<file path="src/rtl/reg_dst_pkg.sv">
// Shared select codes for the write-back register destination mux.
package reg_dst_pkg;

  typedef logic [1:0] regdst_sel_t;

  localparam regdst_sel_t REGDST_RT   = 2'b00;
  localparam regdst_sel_t REGDST_RD   = 2'b01;
  localparam regdst_sel_t REGDST_RA   = 2'b10;
  localparam regdst_sel_t REGDST_RSVD = 2'b11;

endpackage

</file>
<file path="src/rtl/reg_dst_mux_sel.sv">
// Combinational 3:1 destination mux; the reserved code yields zero and raises err.
module reg_dst_mux_sel
  import reg_dst_pkg::*;
#(
  parameter int WIDTH = 4
) (
  input  logic [WIDTH-1:0] a,
  input  logic [WIDTH-1:0] b,
  input  logic [WIDTH-1:0] c,
  input  regdst_sel_t      sel,
  output logic [WIDTH-1:0] out_comb,
  output logic             err
);

  always_comb begin
    out_comb = '0;
    err      = 1'b0;
    case (sel)
      REGDST_RT:   out_comb = a;
      REGDST_RD:   out_comb = b;
      REGDST_RA:   out_comb = c;
      REGDST_RSVD: err      = 1'b1;
      // Unknown select bits fall through with a zero index and no error.
      default: begin
        out_comb = '0;
        err      = 1'b0;
      end
    endcase
  end

endmodule

</file>
<file path="src/rtl/reg_dst_mux.sv">
// Register-destination select with an optional output pipeline register.
module reg_dst_mux
  import reg_dst_pkg::*;
#(
  parameter int WIDTH      = 4,
  parameter bit REGISTERED = 1'b1
) (
  input  logic             clk,
  input  logic             rst,
  input  logic [WIDTH-1:0] a,
  input  logic [WIDTH-1:0] b,
  input  logic [WIDTH-1:0] c,
  input  logic [1:0]       sel,
  input  logic             en,
  input  logic             flush,
  output logic [WIDTH-1:0] out_comb,
  output logic [WIDTH-1:0] out,
  output logic             sel_err
);

  logic err_comb;

  reg_dst_mux_sel #(
    .WIDTH(WIDTH)
  ) u_sel (
    .a        (a),
    .b        (b),
    .c        (c),
    .sel      (regdst_sel_t'(sel)),
    .out_comb (out_comb),
    .err      (err_comb)
  );

  generate
    if (REGISTERED) begin : g_registered
      logic [WIDTH-1:0] out_reg;
      logic             err_reg;

      // Flush outranks the load enable so a squashed slot never writes back.
      always_ff @(posedge clk or posedge rst) begin
        if (rst) begin
          out_reg <= '0;
          err_reg <= 1'b0;
        end else if (flush) begin
          out_reg <= '0;
          err_reg <= 1'b0;
        end else if (en) begin
          out_reg <= out_comb;
          err_reg <= err_comb;
        end
      end

      assign out     = out_reg;
      assign sel_err = err_reg;
    end else begin : g_comb
      logic unused_ctrl;
      assign unused_ctrl = ^{clk, rst, en, flush};
      assign out         = out_comb;
      assign sel_err     = err_comb;
    end
  endgenerate

endmodule

</file>
<file path="config.mk">
export PLATFORM = sky130hd
export DESIGN_NAME = reg_dst_mux
export DESIGN_NICKNAME = d
export VERILOG_FILES = /design/src/rtl/reg_dst_pkg.sv /design/src/rtl/reg_dst_mux_sel.sv /design/src/rtl/reg_dst_mux.sv
export SDC_FILE = /design/constraint.sdc
export NUM_CORES = 1
export LEC_CHECK = 0
export CORE_AREA = 2 2 39 41
export CTS_CLUSTER_DIAMETER = 80
export DETAILED_ROUTE_END_ITERATION = 6
export DIE_AREA = 0 0 41 43
export PLACE_DENSITY = 0.68
export SETUP_SLACK_MARGIN = 0.1
export SYNTH_ARGS = -nofsm -noshare
export SYNTH_HDL_FRONTEND = slang
export SYNTH_HIERARCHICAL = 1
export SYNTH_SLANG_ARGS = --single-unit
</file>
<file path="constraint.sdc">
create_clock -name clk -period 0.8 [get_ports clk]
set_input_delay 0.12 -clock clk [delete_from_list [all_inputs] [get_ports clk]]
set_output_delay 0.12 -clock clk [all_outputs]
set_load 0.02 [all_outputs]
</file>
==> impl_metrics.tcl, run 1 <==
set metrics [dict create \
    clock_sinks 5 \
    sw_frac_of_total_pct 27.9 \
    reg2reg_to "out[2]$_DFFE_PP0P_" \
    grt_setup_unrepaired "true" \
    synth_top_area_share_pct 39.5 \
    synth_top_cell_by_area "dfrtp_1" \
    initial_utilization_pct 22.9 \
    path_max_fanout 6 \
    grt_usage_pct 12.7 \
    htree_levels 1 \
    yosys.area_share.simple_pct 12.6 \
    vias 352 \
    grt_pass1_vias 398 \
    seqPwrFrac_pct 29.6 \
    core_area_um2 1380 \
    synth_nets 46 \
    avgRoutedWirePerCell_um 13.1 \
    status "finished, violations left" \
    place_congestion 0.587 \
    ctsHoldBuffers 0 \
    ys_warn_count 6 \
    violations "negative setup slack" \
    p_leak_nw 0.358 \
    pre_cts_ws_ns -1.05 \
    largest_reg_flops 4 \
    p_sw_mw 0.260 \
    end_kind "primary output" \
    synth_top_family_by_area "multiplexers" \
    fmax_mhz 1090 \
    slew_headroom_pct 81.1 \
    yosys.area_share.adder_pct 0 \
    synth-xor-area-share_pct 0 \
    path_class "input pin to primary output" \
    firstDrtPassIters 1 \
    cts_inserted_buffers 3 \
    cts_tree "yes" \
    drc 0 \
    start_kind "input pin" \
    row_count 14 \
    power_density_nw_per_um2 1260 \
    min_period_over_period_pct 115 \
    path_clk_slew_ns 0.04 \
    antenna_left 0 \
    gr-total-overflow 0 \
    synthTopCellsByArea "dfrtp_1, mux2i_1, o2bb2ai_1, buf_6, nor2_1" \
    final_common_cell "buf_6" \
    hp-class "input pin to async pin" \
    clk_latency_ns 0.23 \
    synthToLayoutAreaGrowth_pct 135 \
    required_ns 0.68 \
    ff2ff_path_depth 3 \
    drt-total-wl_mm 1.04 \
    ys_seq_area_share_pct 39.5 \
    grt_first_pass_wirelength_mm 1.48 \
    critPathLaunch "sel[1]" \
    holdWs_ns 0.0744 \
    hold_viol_final 0 \
    antenna_found_initial 0 \
    r2r_slack_ns 0 \
    root_buffer "clkbuf_4" \
    finalWorstSetupSlack_ns -0.120 \
    final_cell_mix "buf_6, clkbuf_2, mux2i_1, nor2_1, dlygate4sd2_1" \
    die_y_um 43 \
    clockBufferDepth 2 \
    synth.mux.area_fraction_pct 28.5 \
    fin_crit_ns 0.920 \
    peakVddDrop_mv 0.714 \
    power_frac_comb_pct 40.3 \
    grt_start_max_net_pins 7 \
    die_x_um 41 \
    cap_violations 0 \
    setup_viol 12 \
    synth-seq-cells 5 \
    r2r_start "out[2]$_DFFE_PP0P_" \
    finalSetupTns_ns -0.955 \
    viasPerCell 4.40 \
    cp-endpoint "out_comb[0]" \
    yosysUniqueCellTypes 8 \
    syn_area_um2 317 \
    io_pins 27 \
    synth_compound_area_share_pct 11.1 \
    portBuffers 26 \
    fin_nets 83 \
    insertedDiodeCount 0 \
    p_int_mw 0.674 \
    power_frac_clock_pct 30.0 \
    avgSynthCellArea_um2 11.3 \
    finClkSkew_ns 0 \
    maxSlewViolCount 0 \
    worst_pin_slew_ns 0.283 \
    cp.arrival_ns 0.80 \
    synthCells 28 \
    first_iter_violations 0 \
    dieArea_um2 1760 \
    final_layout_size_suffix_gt1_share_pct 64.1 \
]
[worst max-delay path, cell delays in order]
cell,delay (ns)
buf_12,0.12
nor2b_4,0.25
o2bb2ai_4,0.17
buf_6,0.14
[power groups by stage]
stage                     sequential, mW  combinational (mW)  clock (mW)
after floorplan                    0.294               0.117           0
after global placement             0.277               0.314           0
after detailed placement           0.278               0.314           0
after CTS                          0.277               0.375       0.299
after global routing               0.278               0.402       0.304
final                              0.277               0.377       0.280
[cell usage after synthesis]
cell / n
buf_6: 2
inv_1: 1
nor2_1: 5
mux2i_1: 9
o2bb2ai_1: 4
nor2b_4: 1
and2_2: 1
dfrtp_1: 5
[final cells by class]
| type | instances | area, um2 |
|---|---|---|
| fill | 129 | 641 |
| clock buffer | 4 | 26.3 |
| multi-input combinational | 20 | 255 |
| inverter | 1 | 3.75 |
| tap | 16 | 20.0 |
| timing repair buffer | 34 | 312 |
| sequential | 5 | 126 |
[worst min-delay path by stage]
stage / cells after the start / slack [ns] / to
final: 2 / 0.07 / out[2]$_DFFE_PP0P_
after global routing: 2 / 0.11 / out[2]$_DFFE_PP0P_
after CTS: 2 / 0.07 / out[1]$_DFFE_PP0P_
after detailed placement: 2 / 0.33 / out[1]$_DFFE_PP0P_
after global placement: 2 / 0.33 / out[1]$_DFFE_PP0P_
after floorplan: 1 / -0.10 / out[0]$_DFFE_PP0P_
[what timing repair did]
item,in CTS,in global routing
pin swaps,6,6
endpoints found under the setup margin,14,14
gates resized for setup,99,9
buffers inserted,2,1
[per-layer routing]
layer | routed length (um) | global-route usage [%] | up-vias
met1 | 318 | 9.27 | 159
met5 | 0 | 0 | -
li1 | - | - | 171
met4 | 0 | 8.00 | 0
met2 | 561 | 24.4 | 22
met3 | 163 | 3.66 | 0
[cells by family (layout without fill, tap and decap cells)]
| logic type | after synthesis | after routing |
|---|---|---|
| AOI/OAI and AO/OA | 4 | 4 |
| and+or+nand+nor | 7 | 7 |
| DFF | 5 | 5 |
| muxes | 9 | 9 |
| buffers and inverters | 3 | 39 |
[stage by stage]
stage	cell area [um2]	std cells	utilization (%)	total power [mW]
after floorplan	347	28	-	0.412
after global placement	638	73	46.1	0.592
after detailed placement	638	73	46.1	0.592
after CTS	763	79	55.2	0.950
after global routing	743	80	53.7	0.983
final	743	80	53.7	0.934
(Power assumes the default switching activity.)
==> inputs of run 2 (changes only) <==
--- a/config.mk
+++ b/config.mk
@@ -10,5 +10,5 @@
 export DETAILED_ROUTE_END_ITERATION = 6
 export DIE_AREA = 0 0 41 43
-export PLACE_DENSITY = 0.68
+export PLACE_DENSITY = 0.7
 export SETUP_SLACK_MARGIN = 0.1
 export SYNTH_ARGS = -nofsm -noshare
==> constraint.sdc (replaced) <==
create_clock -name clk -period 0.8 [get_ports clk]
set_input_delay 0.2 -clock clk [delete_from_list [all_inputs] [get_ports clk]]
set_output_delay 0.2 -clock clk [all_outputs]
set_load 0.02 [all_outputs]
==> run 2 against run 1 <==
Critical path type unchanged. Count of clock-buffer cells in the layout unchanged. Final cell count grew 3.8%. Global-route usage increased by 0.47 points. Highest routed layer unchanged. Utilization grew 0.90 points. Largest cell class unchanged. Total power up 1.2%. The run still ends with negative setup slack left. Via count grew 5.4%.
==> impl_metrics.tcl, run 2 (same netlist as run 1, synthesis figures left out) <==
set metrics [dict create \
    fin_crit_ns 1.04 \
    pre_cts_ws_ns -1.24 \
    maxSlewViolCount 0 \
    grt_setup_unrepaired "true" \
    r2r_slack_ns -0.03 \
    largest_reg_flops 4 \
    htree_levels 1 \
    fmax_mhz 961 \
    end_kind "primary output" \
    worst_pin_slew_ns 0.212 \
    insertedDiodeCount 0 \
    placed_cell_area_um2 644 \
    fin_nets 86 \
    cts_inserted_buffers 3 \
    grt_pass1_vias 392 \
    gr-total-overflow 0 \
    initial_utilization_pct 22.9 \
    hold_viol_final 0 \
    crit_family "buffers and inverters" \
    start_kind "input pin" \
    cts_tree "yes" \
    ctsHoldBuffers 0 \
    final_common_cell "buf_6" \
    finClkSkew_ns 0 \
    violations "negative setup slack" \
    viasPerCell 4.47 \
    clockBufferDepth 2 \
    path_class "input pin to primary output" \
    regArea_um2 125 \
    antenna_found_initial 0 \
    finalSetupTns_ns -2.30 \
    cp_num_buf_inv 2 \
    grt_start_max_net_pins 7 \
    path_clk_slew_ns 0.04 \
    fin_area_um2 756 \
    path_max_fanout 6 \
    root_buffer "clkbuf_4" \
    crit_slowest_cell "nor2b_4" \
    p_total_mw 0.945 \
    hp-class "input pin to async pin" \
    firstDrtPassIters 1 \
    core_area_um2 1380 \
    grt_usage_pct 13.1 \
    drc 0 \
    dieArea_um2 1760 \
    clock_sinks 5 \
    final_layout_size_suffix_gt1_share_pct 62.7 \
    antenna_left 0 \
    first_iter_violations 0 \
    vias 371 \
    clk_latency_ns 0.24 \
    slowest_delay_ns 0.23 \
    setup_viol 14 \
    status "finished, violations left" \
    min_period_over_period_pct 130 \
    slew_headroom_pct 85.6 \
    grt_first_pass_wirelength_mm 1.53 \
    cap_violations 0 \
    row_count 14 \
    place_congestion 0.639 \
    filler_cell_count 141 \
    peakVddDrop_mv 0.593 \
    die_y_um 43 \
    avgRoutedWirePerCell_um 12.8 \
    finalWorstSetupSlack_ns -0.241 \
    drt-total-wl_mm 1.06 \
    power_density_nw_per_um2 1250 \
    p_leak_nw 0.370 \
    die_x_um 41 \
    io_pins 27 \
    portBuffers 26 \
    cp.arrival_ns 0.84 \
    required_ns 0.60 \
    crit_chain "buf_12, nor2b_4, o2bb2ai_4, buf_6" \
    synthToLayoutAreaGrowth_pct 139 \
    multi_input_area_um2 251 \
    final_cell_mix "buf_6, buf_4, buf_2" \
]
-- run 2: worst reg2reg max path, stage by stage, from the launching register on --
cell and delay, ns:
dfrtp_1 0.39, buf_4 0.14, mux2i_1 0.12, nor2_1 0.07
-- run 2: final timing paths --
kind / from / end / depth (start not counted)
setup / recovery: sel[1] / out_comb[3] / 4
hold / removal: rst / sel_err$_DFFE_PP0P_ / 2
max in group asynchronous: rst / out[1]$_DFFE_PP0P_ / 2
setup reg to reg: out[0]$_DFFE_PP0P_ / out[0]$_DFFE_PP0P_ / 3
hold reg to reg: out[1]$_DFFE_PP0P_ / out[1]$_DFFE_PP0P_ / 2
min in group clk: sel[1] / sel_err$_DFFE_PP0P_ / 4
-- run 2: repair_timing --
action / CTS / global route
pin swaps: 6 / 5
buffers inserted: 4 / 1
endpoints found under the setup margin: 14 / 14
resized for setup: 104 / 5
cloned: 0 / 0
-- run 2: through the flow --
stage | hold WS, ns | utilization, % | cells
floorplan | -0.0215 | - | 28
global placement | 0.407 | 46.6 | 74
detailed placement | 0.411 | 46.6 | 74
CTS | 0.150 | 54.3 | 82
global route | 0.176 | 54.6 | 83
finish | 0.156 | 54.6 | 83
-- run 2: area by class of cell --
class | instances | share of cell area (%)
tap | 16 | 2.65
timing repair buffer | 37 | 43.5
inverter | 1 | 0.497
sequential | 5 | 16.6
multi-input combinational | 20 | 33.3
clock buffer | 4 | 3.48
-- run 2: layer usage --
metal / wire, um / GRT usage (%) / up-vias
met2: 598 / 25.3 / 19
met4: 0 / 8.00 / 0
li1: - / - / 178
met1: 303 / 9.84 / 174
met5: 0 / 0 / -
met3: 162 / 3.66 / 0
-- run 2: power by group --
group | leakage [nW] | internal (mW) | switching (mW)
clock | 0.0150 | 0.188 | 0.0988
sequential | 0.0676 | 0.267 | 0.00951
combinational | 0.287 | 0.223 | 0.158
total | 0.370 | 0.679 | 0.267
==> inputs of run 3 (changes only) <==
--- a/config.mk
+++ b/config.mk
@@ -10,5 +10,6 @@
 export DETAILED_ROUTE_END_ITERATION = 6
 export DIE_AREA = 0 0 41 43
-export PLACE_DENSITY = 0.7
+export DONT_BUFFER_PORTS = 1
+export PLACE_DENSITY = 0.44
 export SETUP_SLACK_MARGIN = 0.1
 export SYNTH_ARGS = -nofsm -noshare
==> constraint.sdc (replaced) <==
create_clock -name clk -period 0.8 [get_ports clk]
set_input_delay 0.2 -clock clk [delete_from_list [all_inputs] [get_ports clk]]
set_output_delay 0.2 -clock clk [all_outputs]
set_load 0.005 [all_outputs]
==> run 3 against run 2 <==
The flow still finishes with violations (negative setup slack). Utilization down 25 points. Count of clock-buffer cells in the layout is the same. Flip-flop and latch count is the same. Clock skew unchanged. Final cell count shrank 41%. Combinational power down 71%. Wire length is 28% lower. Critical path depth is 1 lower. Total power down 29%. Die area is the same.
==> impl_metrics.tcl, run 3 (same netlist as run 1, synthesis figures left out) <==
set metrics [dict create \
    grt_start_max_net_pins 7 \
    clk_latency_ns 0.24 \
    utilization_pct 29.8 \
    final_common_cell "mux2i_1" \
    dpl.cell_count 43 \
    ff2ff_path_depth 2 \
    slew_headroom_pct 81.8 \
    r2r_slack_ns 0.09 \
    cp.arrival_ns 0.64 \
    end_kind "primary output" \
    power_density_nw_per_um2 1630 \
    firstDrtPassIters 2 \
    fmax_mhz 1190 \
    p_sw_mw 0.150 \
    clock_sinks 5 \
    power_frac_comb_pct 16.7 \
    grt_first_pass_wirelength_mm 1.02 \
    p_int_mw 0.523 \
    power_frac_clock_pct 42.1 \
    insertedDiodeCount 0 \
    fin_cells 49 \
    avgRoutedWirePerCell_um 15.7 \
    grt_setup_unrepaired "true" \
    hold_viol_final 0 \
    cap_violations 0 \
    required_ns 0.60 \
    maxSlewViolCount 0 \
    gr-total-overflow 0 \
    io_pins 27 \
    peakVddDrop_mv 0.664 \
    core_area_um2 1380 \
    antenna_left 0 \
    final_layout_size_suffix_gt1_share_pct 30.3 \
    clockBufferDepth 2 \
    finalWorstSetupSlack_ns -0.0423 \
    cts_inserted_buffers 3 \
    cts_tree "yes" \
    drt-total-wl_um 769 \
    violations "negative setup slack" \
    largest_reg_flops 4 \
    htree_levels 1 \
    seqPwrFrac_pct 41.3 \
    status "finished, violations left" \
    path_class "input pin to primary output" \
    start_kind "input pin" \
    r2r_start "out[3]$_DFFE_PP0P_" \
    initial_utilization_pct 22.9 \
    path_clk_slew_ns 0.04 \
    fin_crit_ns 0.842 \
    vias 225 \
    first_iter_violations 2 \
    portBuffers 0 \
    place_congestion 0.638 \
    finClkSkew_ns 0 \
    synthToLayoutAreaGrowth_pct 30.4 \
    worst_pin_slew_ns 0.274 \
    die_y_um 43 \
    p_leak_nw 0.185 \
    reg2reg_to "out[3]$_DFFE_PP0P_" \
    fin_nets 52 \
    sw_frac_of_total_pct 22.2 \
    critPathLaunch "sel[0]" \
    cp-endpoint "out_comb[0]" \
    final_cell_mix "mux2i_1, nor2_1, dfrtp_1" \
    dieArea_um2 1760 \
    grt_usage_pct 9.61 \
    row_count 14 \
    path_max_fanout 6 \
    hp-class "input pin to flip-flop" \
    antenna_found_initial 0 \
    grt_pass1_vias 242 \
    root_buffer "clkbuf_4" \
    viasPerCell 4.59 \
    die_x_um 41 \
    drc 0 \
    pre_cts_ws_ns -0.0793 \
    min_period_over_period_pct 105 \
    setup_viol 6 \
]
-- run 3: power by group through the flow --
| stage | clock, mW | sequential [mW] | combinational [mW] |
|---|---|---|---|
| floorplan | 0 | 0.279 | 0.0865 |
| global placement | 0 | 0.282 | 0.0827 |
| detailed placement | 0 | 0.282 | 0.0850 |
| CTS | 0.297 | 0.278 | 0.0913 |
| global route | 0.320 | 0.279 | 0.123 |
| finish | 0.283 | 0.278 | 0.112 |
-- run 3: critical path: stages --
cell and delay (ns):
nor2b_4 0.19, o2bb2ai_4 0.14, buf_6 0.11
-- run 3: stage by stage --
step | power (mW) | setup TNS (ns) | hold WS, ns | cell area (um2)
2_1_floorplan | 0.365 | -0.215 | -0.0215 | 320
6_report | 0.673 | -0.166 | 0.0221 | 413
5_1_grt | 0.723 | -0.347 | 0.00619 | 413
3_3_place_gp | 0.364 | -0.201 | -0.0116 | 322
3_5_place_dp | 0.367 | -0.284 | -0.00543 | 322
4_1_cts | 0.666 | -0.223 | 0.0129 | 364
-- run 3: timing repair --
item	in CTS	in global routing
endpoints found under the setup margin	12	14
gates resized for setup	1	6
endpoints found under the hold margin	5	1
hold buffers	1	1
pin swaps	0	1
buffers inserted	0	0
-- run 3: cell type report --
| class | instances | area [um2] |
|---|---|---|
| fillers | 153 | 971 |
| multi-input cells | 20 | 206 |
| flip-flops and latches | 5 | 125 |
| repair buffers | 3 | 31.3 |
| clock buffers | 4 | 26.3 |
| well taps | 16 | 20.0 |
| inverters | 1 | 3.75 |
-- run 3: worst min path at each step --
stage                from                   to  cells past startpoint
finish              flush   out[1]$_DFFE_PP0P_                      1
global route        flush   out[1]$_DFFE_PP0P_                      1
CTS                 flush  sel_err$_DFFE_PP0P_                      1
detailed placement    rst   out[0]$_DFFE_PP0P_                      1
global placement      rst   out[0]$_DFFE_PP0P_                      1
floorplan             rst   out[0]$_DFFE_PP0P_                      1
-- run 3: per-layer routing --
layer | vias up | track usage (%) | routed length (um)
met5 | - | 0 | 0
met4 | 0 | 10.0 | 0
met3 | 0 | 7.33 | 120
met2 | 13 | 12.8 | 403
met1 | 103 | 8.22 | 245
li1 | 109 | - | -
